==> src/rtl/adc_capture.sv <==
// adc_capture: dual-channel LTC1407A-style ADC read-out (AD_CONV strobe, 34-bit SPI frame, two 14-bit samples)
// Ports: clk, reset (sync, active-low), GO_ADC (start, IDLE only), SPI_MISO (ADC data)
//        AD_CONV, SPI_CLK_ADC, BUSY, DONE_ADC (1-cycle), ADC_CH0/ADC_CH1 (held until next DONE)
module adc_capture #(
    parameter int CLK_DIV   = 2,
    parameter int DATA_W    = 14,
    parameter int FRAME_LEN = 34
) (
    input  logic              clk,
    input  logic              reset,
    input  logic              GO_ADC,
    input  logic              SPI_MISO,
    output logic              AD_CONV,
    output logic              SPI_CLK_ADC,
    output logic              BUSY,
    output logic              DONE_ADC,
    output logic [DATA_W-1:0] ADC_CH0,
    output logic [DATA_W-1:0] ADC_CH1
);
    typedef enum logic [1:0] {IDLE, CONV, SHIFT, DONE} state_t;
    localparam logic [8:0] CONV_LAST = 9'(2 * CLK_DIV - 1);
    localparam logic [8:0] PH_LAST   = 9'(CLK_DIV - 1);
    localparam logic [5:0] BIT_LAST  = 6'(FRAME_LEN - 1);
    localparam int         CH0_MSB   = FRAME_LEN - 3;
    localparam int         CH1_MSB   = FRAME_LEN - 19;
    state_t                 state_q, state_d;
    logic [8:0]             cnt_q, cnt_d;
    logic [5:0]             bit_cnt_q, bit_cnt_d;
    logic [FRAME_LEN-1:0]   sr_q, sr_d;
    logic                   sck_q, sck_d, ad_conv_q, ad_conv_d, busy_q, busy_d, done_q, done_d;
    logic [DATA_W-1:0]      ch0_q, ch0_d, ch1_q, ch1_d;
    logic                   conv_end, ph_end, cap, last_cap;
    assign conv_end = state_q == CONV && cnt_q == CONV_LAST;
    assign ph_end   = state_q == SHIFT && cnt_q == PH_LAST;
    // capture on the edge that ends a high phase, i.e. the one that drops SCK
    assign cap      = ph_end && sck_q;
    assign last_cap = cap && bit_cnt_q == BIT_LAST;
    always_ff @(posedge clk) begin
        if (!reset) begin
            state_q   <= IDLE;
            cnt_q     <= '0;
            bit_cnt_q <= '0;
            sr_q      <= '0;
            sck_q     <= 1'b0;
            ad_conv_q <= 1'b0;
            busy_q    <= 1'b0;
            done_q    <= 1'b0;
            ch0_q     <= '0;
            ch1_q     <= '0;
        end else begin
            state_q   <= state_d;
            cnt_q     <= cnt_d;
            bit_cnt_q <= bit_cnt_d;
            sr_q      <= sr_d;
            sck_q     <= sck_d;
            ad_conv_q <= ad_conv_d;
            busy_q    <= busy_d;
            done_q    <= done_d;
            ch0_q     <= ch0_d;
            ch1_q     <= ch1_d;
        end
    end
    always_comb begin
        state_d = (state_q == IDLE && GO_ADC) ? CONV  :
                  conv_end                    ? SHIFT :
                  last_cap                    ? DONE  :
                  (state_q == DONE)           ? IDLE  : state_q;
    end
    always_comb begin
        cnt_d     = (state_q == CONV || state_q == SHIFT) ? ((conv_end || ph_end) ? 9'd0 : cnt_q + 9'd1) : 9'd0;
        sck_d     = state_q == SHIFT && (sck_q ^ ph_end);
        bit_cnt_d = last_cap ? 6'd0 : cap ? bit_cnt_q + 6'd1 : bit_cnt_q;
        sr_d      = cap ? {sr_q[FRAME_LEN-2:0], SPI_MISO} : sr_q;
        ch0_d     = last_cap ? sr_d[CH0_MSB -: DATA_W] : ch0_q;
        ch1_d     = last_cap ? sr_d[CH1_MSB -: DATA_W] : ch1_q;
        ad_conv_d = state_d == CONV;
        busy_d    = state_d != IDLE;
        done_d    = state_d == DONE;
    end
    assign AD_CONV     = ad_conv_q;
    assign SPI_CLK_ADC = sck_q;
    assign BUSY        = busy_q;
    assign DONE_ADC    = done_q;
    assign ADC_CH0     = ch0_q;
    assign ADC_CH1     = ch1_q;
endmodule

==> config.mk <==
export PLATFORM = sky130hd
export DESIGN_NAME = adc_capture
export DESIGN_NICKNAME = d
export VERILOG_FILES = /design/src/rtl/adc_capture.sv
export SDC_FILE = /design/constraint.sdc
export NUM_CORES = 1
export LEC_CHECK = 0
export CORE_ASPECT_RATIO = 1.2
export CORE_MARGIN = 4
export CORE_UTILIZATION = 35
export CTS_CLUSTER_DIAMETER = 80
export DETAILED_ROUTE_END_ITERATION = 8
export SYNTH_ARGS = -nofsm -noshare
export SYNTH_HDL_FRONTEND = slang
export SYNTH_SLANG_ARGS = --single-unit
export TNS_END_PERCENT = 20
==> constraint.sdc <==
create_clock -name clk -period 4.7 [get_ports clk]
set_input_delay 0.94 -clock clk [delete_from_list [all_inputs] [get_ports clk]]
set_output_delay 0.94 -clock clk [all_outputs]
set_load 0.01 [all_outputs]
Yosys cells after proc, flatten, opt, wreduce, memory -nomap -nowiden
Index checks and enable logic that the tools add are counted.
- add/sub/neg operators: 2
- multiply operators: 0
- divide/modulo/power cells: 0
- magnitude comparators: 0
- eq/ne operators: 8
- shift operators: 0
- muxes and demuxes: 5
- bitwise logic cells: 3
- reductions and logical operators: 12
- operators with widths (cell ; number):
    $mux 32 ; 1
    $add 9x1->9 const B ; 1
    $eq 9x1->1 const B ; 1
    $eq 9x2->1 const B ; 1
    $mux 2 ; 4
    $add 6x1->6 const B ; 1
    $eq 2x2->1 const B ; 3
    $eq 6x6->1 const B ; 1
    $logic_and 1x1->1 ; 6
    $eq 2x1->1 const B ; 2
    $reduce_or 3->1 ; 1
    $logic_not 2->1 ; 1
    $logic_or 1x1->1 ; 2
    $not 1->1 ; 2
    $reduce_bool 2->1 ; 1
    $reduce_or 2->1 ; 1
    $xor 1x1->1 ; 1
- flip-flop bits (word level): 81
- latch bits: 0
- bits in writable memories: 0
- bits in read-only memories: 0
- input port bits: 4
- output and inout bits: 32
- logic and storage cells: 41
- memories kept: 0

Logic depth before layout (Yosys ltp)
Gate-level depths: netlist of the first run.
- word-level depth: 8
- mapped depth: 10
- mapped depth without buffers: 8

Least setup slack after synthesis of the first run
Ideal clock, no wire load.
- kind: register -> register
- from: reg cnt_q[4]
- to: reg ch0_q[0] (netlist: ADC_CH0[0])
- setup time: 0.115 ns
- arrival time: 2.158 ns
- required time: 4.585 ns
- path slack: 2.428 ns
- stages on the path, launching flop included: 9
- path buffers: 3
- clock period less this slack: 2.272 ns
- cells stage by stage: dfxtp_1 -> or4_4 -> nor3_1 -> ha_1 -> clkbuf_1 -> buf_2 -> buf_1 -> a41oi_1 -> o21a_1
- cells in the longest elaborated chain, start to end: 4
- elaborated cells on any way between the ends: 5
- those cells by class: 1 x eq/ne; 1 x mux; 3 x reduce/logical
- RTL lines (element ; RTL line ; source):
    start: declaration ; 27 ; logic [8:0] cnt_q, cnt_d;
    start signal: assignment ; 52 ; cnt_q <= cnt_d;
    $eq 9x1->1 * ; 34 ; assign ph_end = state_q == SHIFT && cnt_q == PH_LAST;
    $logic_and 1x1->1 * ; 34 ;
    $logic_and 1x1->1 * ; 36 ; assign cap = ph_end && sck_q;
    $mux 32 or $logic_and 1x1->1 (tied branches) ; 73, 37 ;
    end signal: assignment ; 59 ; ch0_q <= ch0_d;
    end: declaration ; 31 ; logic [DATA_W-1:0] ch0_q, ch0_d, ch1_q, ch1_d;
Mark *: on every way between the ends. The rest lies on a longest branch, timed or not.
A chain may end at the register's enable or synchronous reset.

Worst setup path after layout of the first run
- from: reg cnt_q[4]
- to: reg ch1_q[2] (netlist: ADC_CH1[2])
- cells in the longest elaborated chain, start to end: 4
- elaborated cells on any way between the ends: 5
- those cells by class: 1 x eq/ne; 1 x mux; 3 x reduce/logical
- RTL lines (element ; RTL line ; source):
    $eq 9x1->1 * ; 34 ;
    $logic_and 1x1->1 * ; 34 ;
    $logic_and 1x1->1 * ; 36 ;
    $mux 32 or $logic_and 1x1->1 (tied branches) ; 73, 37 ;
    end signal: assignment ; 60 ; ch1_q <= ch1_d;
    end: declaration ; 31 ;
Marked as above.

==> results of run 1 <==
## worst max-delay path, delay by kind of cell, from the launching register on
kind | cells | cell delay [ns]
buffers and inverters | 1 | 0.57
adder cells (fa/ha/maj) | 1 | 0.62
flip-flops | 1 | 0.33
AO/OA/AOI/OAI | 2 | 0.30
multiplexers | 1 | 0.30
AND/OR/NAND/NOR | 2 | 0.82
## per-stage QoR
stage               cell area, um2    util  worst slack, ns  std cells
floorplan                     3162       -            2.428        306
global placement              3596  0.4132            1.718        438
detailed placement            3596  0.4132            1.655        438
CTS                           3827  0.4398            1.636        453
global route                  3827  0.4398            1.406        453
finish                        3827  0.4398            1.647        453
## sequential cells by signal, indices dropped and copies added, names as in the netlist, 2 cells and up
signal and cells:
ADC_CH1 14, sr_q 32, bit_cnt_q 6, ADC_CH0 14
state_q 2, cnt_q 9
## layout by cell type, fill, tap and decap left out, types with 7 or more instances in the layout
cell type	count
a41oi_1	28
clkbuf_8	9
clkdlybuf4s50_1	35
dfxtp_1	81
ha_1	7
inv_1	7
mux2i_1	32
nand2_1	7
nor2_1	42
o21a_1	28
## cell families (layout without fill, tap and decap cells)
logic type | count (synthesis) | after routing | synth area share
flops | 81 | 81 | 0.5129
compound gates | 76 | 76 | 0.1903
simple gates | 71 | 71 | 0.1045
mux | 32 | 32 | 0.1013
buf+inv | 31 | 61 | 0.03997
fa+ha+maj | 8 | 8 | 0.03166
xor+xnor | 7 | 7 | 0.01939
## power breakdown
group / leakage (nW) / switching (mW) / total, mW / internal (mW)
logic: 0.516 / 0.0214 / 0.0371 / 0.0157
clock network: 0.115 / 0.239 / 0.587 / 0.348
registers: 0.653 / 0.00171 / 0.690 / 0.688
## layout make-up
type,instances,area [um2],area share
well taps,117,146.4,0.03825
inverters,8,30.03,0.007846
clock buffers,9,123.9,0.03236
clock inverters,6,107.6,0.02811
repair buffers,38,372.9,0.09742
flip-flops and latches,81,1622,0.4237
multi-input cells,194,1425,0.3723
## worst paths after layout
check | from | cells after the start | slack [ns] | end
worst min-delay path | ADC_CH1[10]$_SDFFE_PN0P_ | 1 | 0.46 | ADC_CH1[10]$_SDFFE_PN0P_
worst max register to register | cnt_q[4]$_SDFF_PP0_ | 7 | 1.65 | ADC_CH1[2]$_SDFFE_PN0P_
worst max-delay path | cnt_q[4]$_SDFF_PP0_ | 7 | 1.65 | ADC_CH1[2]$_SDFFE_PN0P_
worst min register to register | ADC_CH1[10]$_SDFFE_PN0P_ | 1 | 0.46 | ADC_CH1[10]$_SDFFE_PN0P_
## routing by layer
metal | wire [um] | global-route usage | up-vias
met5 | 0 | 0 | -
met4 | 69 | 0.04331 | 0
met3 | 222 | 0.03619 | 7
met2 | 2634 | 0.1825 | 37
met1 | 2946 | 0.1567 | 1060
li1 | - | - | 1160
==> qor.txt, run 1 <==
Status = finished, final reports clean
Slew Viols, Final = 0
Yosys warns = 0
I/O pin count = 36
Peak Freq = 0.3276 GHz
DR WL/cell = 12.96 um
Die Y = 112.1 um
Final Skew = 0.007685 ns
H-tree depth = 3
Post-synthesis sequential area ratio = 0.5129
Initial DRC count = 100
Placer Congestion = 0.7485
Worst IR Drop VDD = 0.1495 mV
Post-cts hold buffer count = 0
Worst-Margin Slew = 1.152 ns
CTS clk-pin slew, worst paths = 0.08 ns
Commonest cells in the netlist = dfxtp_1 (81), nor2_1 (42), mux2i_1 (32)
First-pass GRT wire length = 10,200 um
Initial Utilization = 0.3633
CTS Sinks = 81
CP Class = reg2reg
Critical Path Sink Type = flop
Top_reg_cell synth = dfxtp_1
Power density over cell area = 343.4 mW/mm2
Min Tclk post-route = 3.053 ns
Die W = 94.77 um
RSZ-0062 raised after global routing = no
Setup_tns = 0 ns
WL final = 5873 um
Diode count = 0
Crit Path Max Fanout = 42
Net Count, Synth = 318
Final setup viols = 0
Worst hold margin = 0.4646 ns
Vias in the first global route = 2,206
Synth top area share = 0.5129
Synth area leader = dfxtp_1
Post-DP HPWL = 3715 um
Longest Clk Path Bufs = 2
Tightest slew margin relative to the limit = 0.2312
Routed vias/inst = 4.998
Cell breakdown of the critical path = or4_4, nor3_1, ha_2, buf_4, mux2i_1, a41oi_1, o21a_1
Max cap viols = 0
Total power = 1.314 mW
Fraction of layout cells with a size suffix above 1 = 0.07440
Seq cells post-synth = 81
Clock root cell = clkbuf_8
Layout filler cell count = 889
CTS-repair resized insts = 0
Async set-reset flop share out of synthesis = 0
HP Class = reg2reg
Final global-route overflow total = 0
DR vias = 2,264
Fin nets = 344
GR Util All Layers = 0.1189
Fin crit share = 0.6495
Critical path required time = 4.93 ns
Post CTS Setup Buffer Count = 0
First drt pass iteration count = 4
Initial antenna violation count = 0
CTS buffer count = 9
Final-report hold violation count = 0
Mapped Cells = 306
I/O Buffers = 35
Antenna viol nets, final = 0
Syn Area/Cell = 10.33 um2
Pleak = 1.285 nW
Post-synth EDFFs = 0
Die ar. = 0.01062 mm2
Worst skew pair latency = 0.34 ns
# rows = 37
Critical Path Start Type = flop
Synth unique cells = 32
Largest net degree at the start of global routing = 65
Core Region = 0.008703 mm2
Post-Synthesis Cell Area = 0.003162 mm2
CP peak stage delay = 0.62 ns
Crit path DAT = 3.29 ns
CTS tree = built
Top-count cell post-synth = dfxtp_1
# DRC = 0
Area Growth Syn to Fin = 21.05%
Slowest stage cell, crit path = ha_2
Synth area leaders = dfxtp_1 (51%), mux2i_1 (10%), a41oi_1 (7.8%), o21a_1 (6.6%), nor2_1 (5.0%)
Note: power is estimated with default switching activity, not from simulation.
==> run 2, diff against run 1 <==
==> constraint.sdc (replaced) <==
create_clock -name clk -period 3.2 [get_ports clk]
set_input_delay 0.64 -clock clk [delete_from_list [all_inputs] [get_ports clk]]
set_output_delay 0.64 -clock clk [all_outputs]
set_load 0.01 [all_outputs]
==> run 2 against run 1 <==
Against the previous run: critical path depth unchanged; flip-flop and latch count unchanged; setup slack worse by 0.98 ns; utilization up 0.10 points; cell count up 1.3%.
==> qor.txt, run 2 (synthesis results as in run 1) <==
Status = finished, final reports clean
Setup_tns = 0 ns (unchanged)
Worst IR Drop VDD = 0.2385 mV (+59%)
Slowest stage cell, crit path = or4_4
Hold Path Depth = 1 (unchanged)
Final global-route overflow total = 0 (unchanged)
Place WS = 0.6651 ns (-0.9896 ns)
RSZ-0062 raised after global routing = no
Initial antenna violation count = 0 (unchanged)
CP Class = reg2reg
Worst-Margin Slew = 0.6955 ns (-0.4561 ns)
Crit Path Max Fanout = 17 (-60%)
Final setup viols = 0 (unchanged)
Post-DP HPWL = 3959 um (+6.6%)
CTS clk-pin slew, worst paths = 0.08 ns (about the same)
Vias in the first global route = 2,269 (+2.9%)
Cell breakdown of the critical path = or4_4, nor3_1, ha_2, buf_4, mux2i_1, a41oi_1, o21a_1
Max cap viols = 0 (unchanged)
Fraction of layout cells with a size suffix above 1 = 0.09064 (+0.01624)
Fin crit share = 0.7908 (+0.1413)
Commonest non-fill, non-tap cell in the layout = dfxtp_1
Slew Viols, Final = 0 (unchanged)
# DRC = 0 (unchanged)
DR WL/cell = 12.82 um (-1.1%)
Longest Clk Path Bufs = 2 (unchanged)
Most frequent cells in the layout = dfxtp_1 (81), nor2_1 (42), clkdlybuf4s50_1 (35), mux2i_1 (32)
Largest net degree at the start of global routing = 47 (-28%)
CP peak stage delay = 0.57 ns (-0.05 ns)
GR Util All Layers = 0.1175 (-0.001321)
WHS Endpoint = ADC_CH1[11]$_SDFFE_PN0P_
Fin nets = 349 (+1.5%)
CTS-repair resized insts = 0 (unchanged)
Tightest slew margin relative to the limit = 0.5357 (+0.3045)
Post-cts hold buffer count = 0 (unchanged)
CTS Sinks = 81 (unchanged)
Reg-to-Reg Start = cnt_q[4]$_SDFF_PP0_
Worst hold margin = 0.4663 ns (+0.001685 ns)
I/O Buffers = 35 (unchanged)
Die Y = 112.1 um (unchanged)
Final Instance Area = 0.003836 mm2 (+0.23%)
HP Class = reg2reg
Max reg flops = 32 (unchanged)
DR vias = 2,322 (+2.6%)
Worst skew pair latency = 0.35 ns (about the same)
Min Tclk post-route = 2.531 ns (-0.5219 ns)
DP Area = 0.003659 mm2 (+1.7%)
# rows = 37 (unchanged)
CTS tree = built
Power density over cell area = 452.3 mW/mm2 (+32%)
Final Skew = 0.01160 ns (+0.003917 ns)
Hold Path Origin = ADC_CH1[11]$_SDFFE_PN0P_
Critical Path Start Type = flop
Initial DRC count = 116 (+16%)
Area Growth Syn to Fin = 21.33%
Final WS setup = 0.6693 ns (-0.9781 ns)
First-pass GRT wire length = 10,150 um (-0.48%)
H-tree depth = 3 (unchanged)
Crit path DAT = 2.78 ns (-0.51 ns)
Routed vias/inst = 5.059 (+1.2%)
Post CTS Setup Buffer Count = 0 (unchanged)
First drt pass iteration count = 4 (unchanged)
Die ar. = 0.01062 mm2 (unchanged)
Antenna viol nets, final = 0 (unchanged)
I/O pin count = 36 (unchanged)
WL final = 5886 um (+0.22%)
CTS buffer count = 9 (unchanged)
R2R depth = 7 (unchanged)
Critical Path Sink Type = flop
Peak Freq = 0.3952 GHz (+21%)
Diode count = 0 (unchanged)
R2R setup slack = 0.67 ns (-0.98 ns)
Final-report hold violation count = 0 (unchanged)
Die W = 94.77 um (unchanged)
Initial Utilization = 0.3633 (unchanged)
Clock root cell = clkbuf_8
Pleak = 1.283 nW (-0.12%)
Biggest register = sr_q
Final core occ = 0.4408 (+0.001007)
Placer Congestion = 0.7468 (-0.23%)
Core Region = 0.008703 mm2 (unchanged)
Critical path required time = 3.44 ns (-1.49 ns)
Critical R2R Capture = ADC_CH1[5]$_SDFFE_PN0P_
[run 2: how the worst max path moves through the flow]
stage / from / to / cells after the start
after floorplan: cnt_q[4]$_SDFF_PP0_ / ADC_CH0[0]$_SDFFE_PN0P_ / 8
final: cnt_q[4]$_SDFF_PP0_ / ADC_CH1[5]$_SDFFE_PN0P_ / 7
after global placement: cnt_q[4]$_SDFF_PP0_ / ADC_CH1[9]$_SDFFE_PN0P_ / 7
after CTS: cnt_q[4]$_SDFF_PP0_ / ADC_CH1[5]$_SDFFE_PN0P_ / 7
after detailed placement: cnt_q[4]$_SDFF_PP0_ / ADC_CH1[7]$_SDFFE_PN0P_ / 7
after global routing: cnt_q[4]$_SDFF_PP0_ / ADC_CH1[5]$_SDFFE_PN0P_ / 7
[run 2: power breakdown]
part / switching (mW) / internal (mW) / total, mW / leakage (nW)
logic: 0.0325 / 0.0246 / 0.0570 / 0.548
clock network: 0.378 / 0.286 / 0.665 / 0.0822
registers: 0.00232 / 1.01 / 1.01 / 0.653
total: 0.413 / 1.32 / 1.74 / 1.28
[run 2: through the flow]
step,power (mW),cells
after floorplan,1.075,306
after global placement,1.094,443
after detailed placement,1.095,443
after CTS,1.765,459
after global routing,1.817,459
final,1.735,459
[run 2: layout make-up]
type	count	area (um2)
Clock buffer	9	123.9
Clock inverter	7	53.80
Fill cell	872	4867
Inverter	8	30.03
Multi-Input combinational cell	194	1425
Sequential cell	81	1622
Tap cell	117	146.4
Timing Repair Buffer	43	435.4
[run 2: routing by layer]
metal	GRT usage	routed length [um]
met5	0	0
met4	0.04812	83
met3	0.03887	237
met2	0.1877	2696
met1	0.1443	2868
[run 2: worst max-delay path, delay by kind of cell (launching register included)]
kind | cells | cell delay (ns)
flip-flops | 1 | 0.34
AND/OR/NAND/NOR | 2 | 0.77
multiplexers | 1 | 0.26
adder cells (fa/ha/maj) | 1 | 0.49
AO/OA/AOI/OAI | 2 | 0.28
buffers and inverters | 1 | 0.29
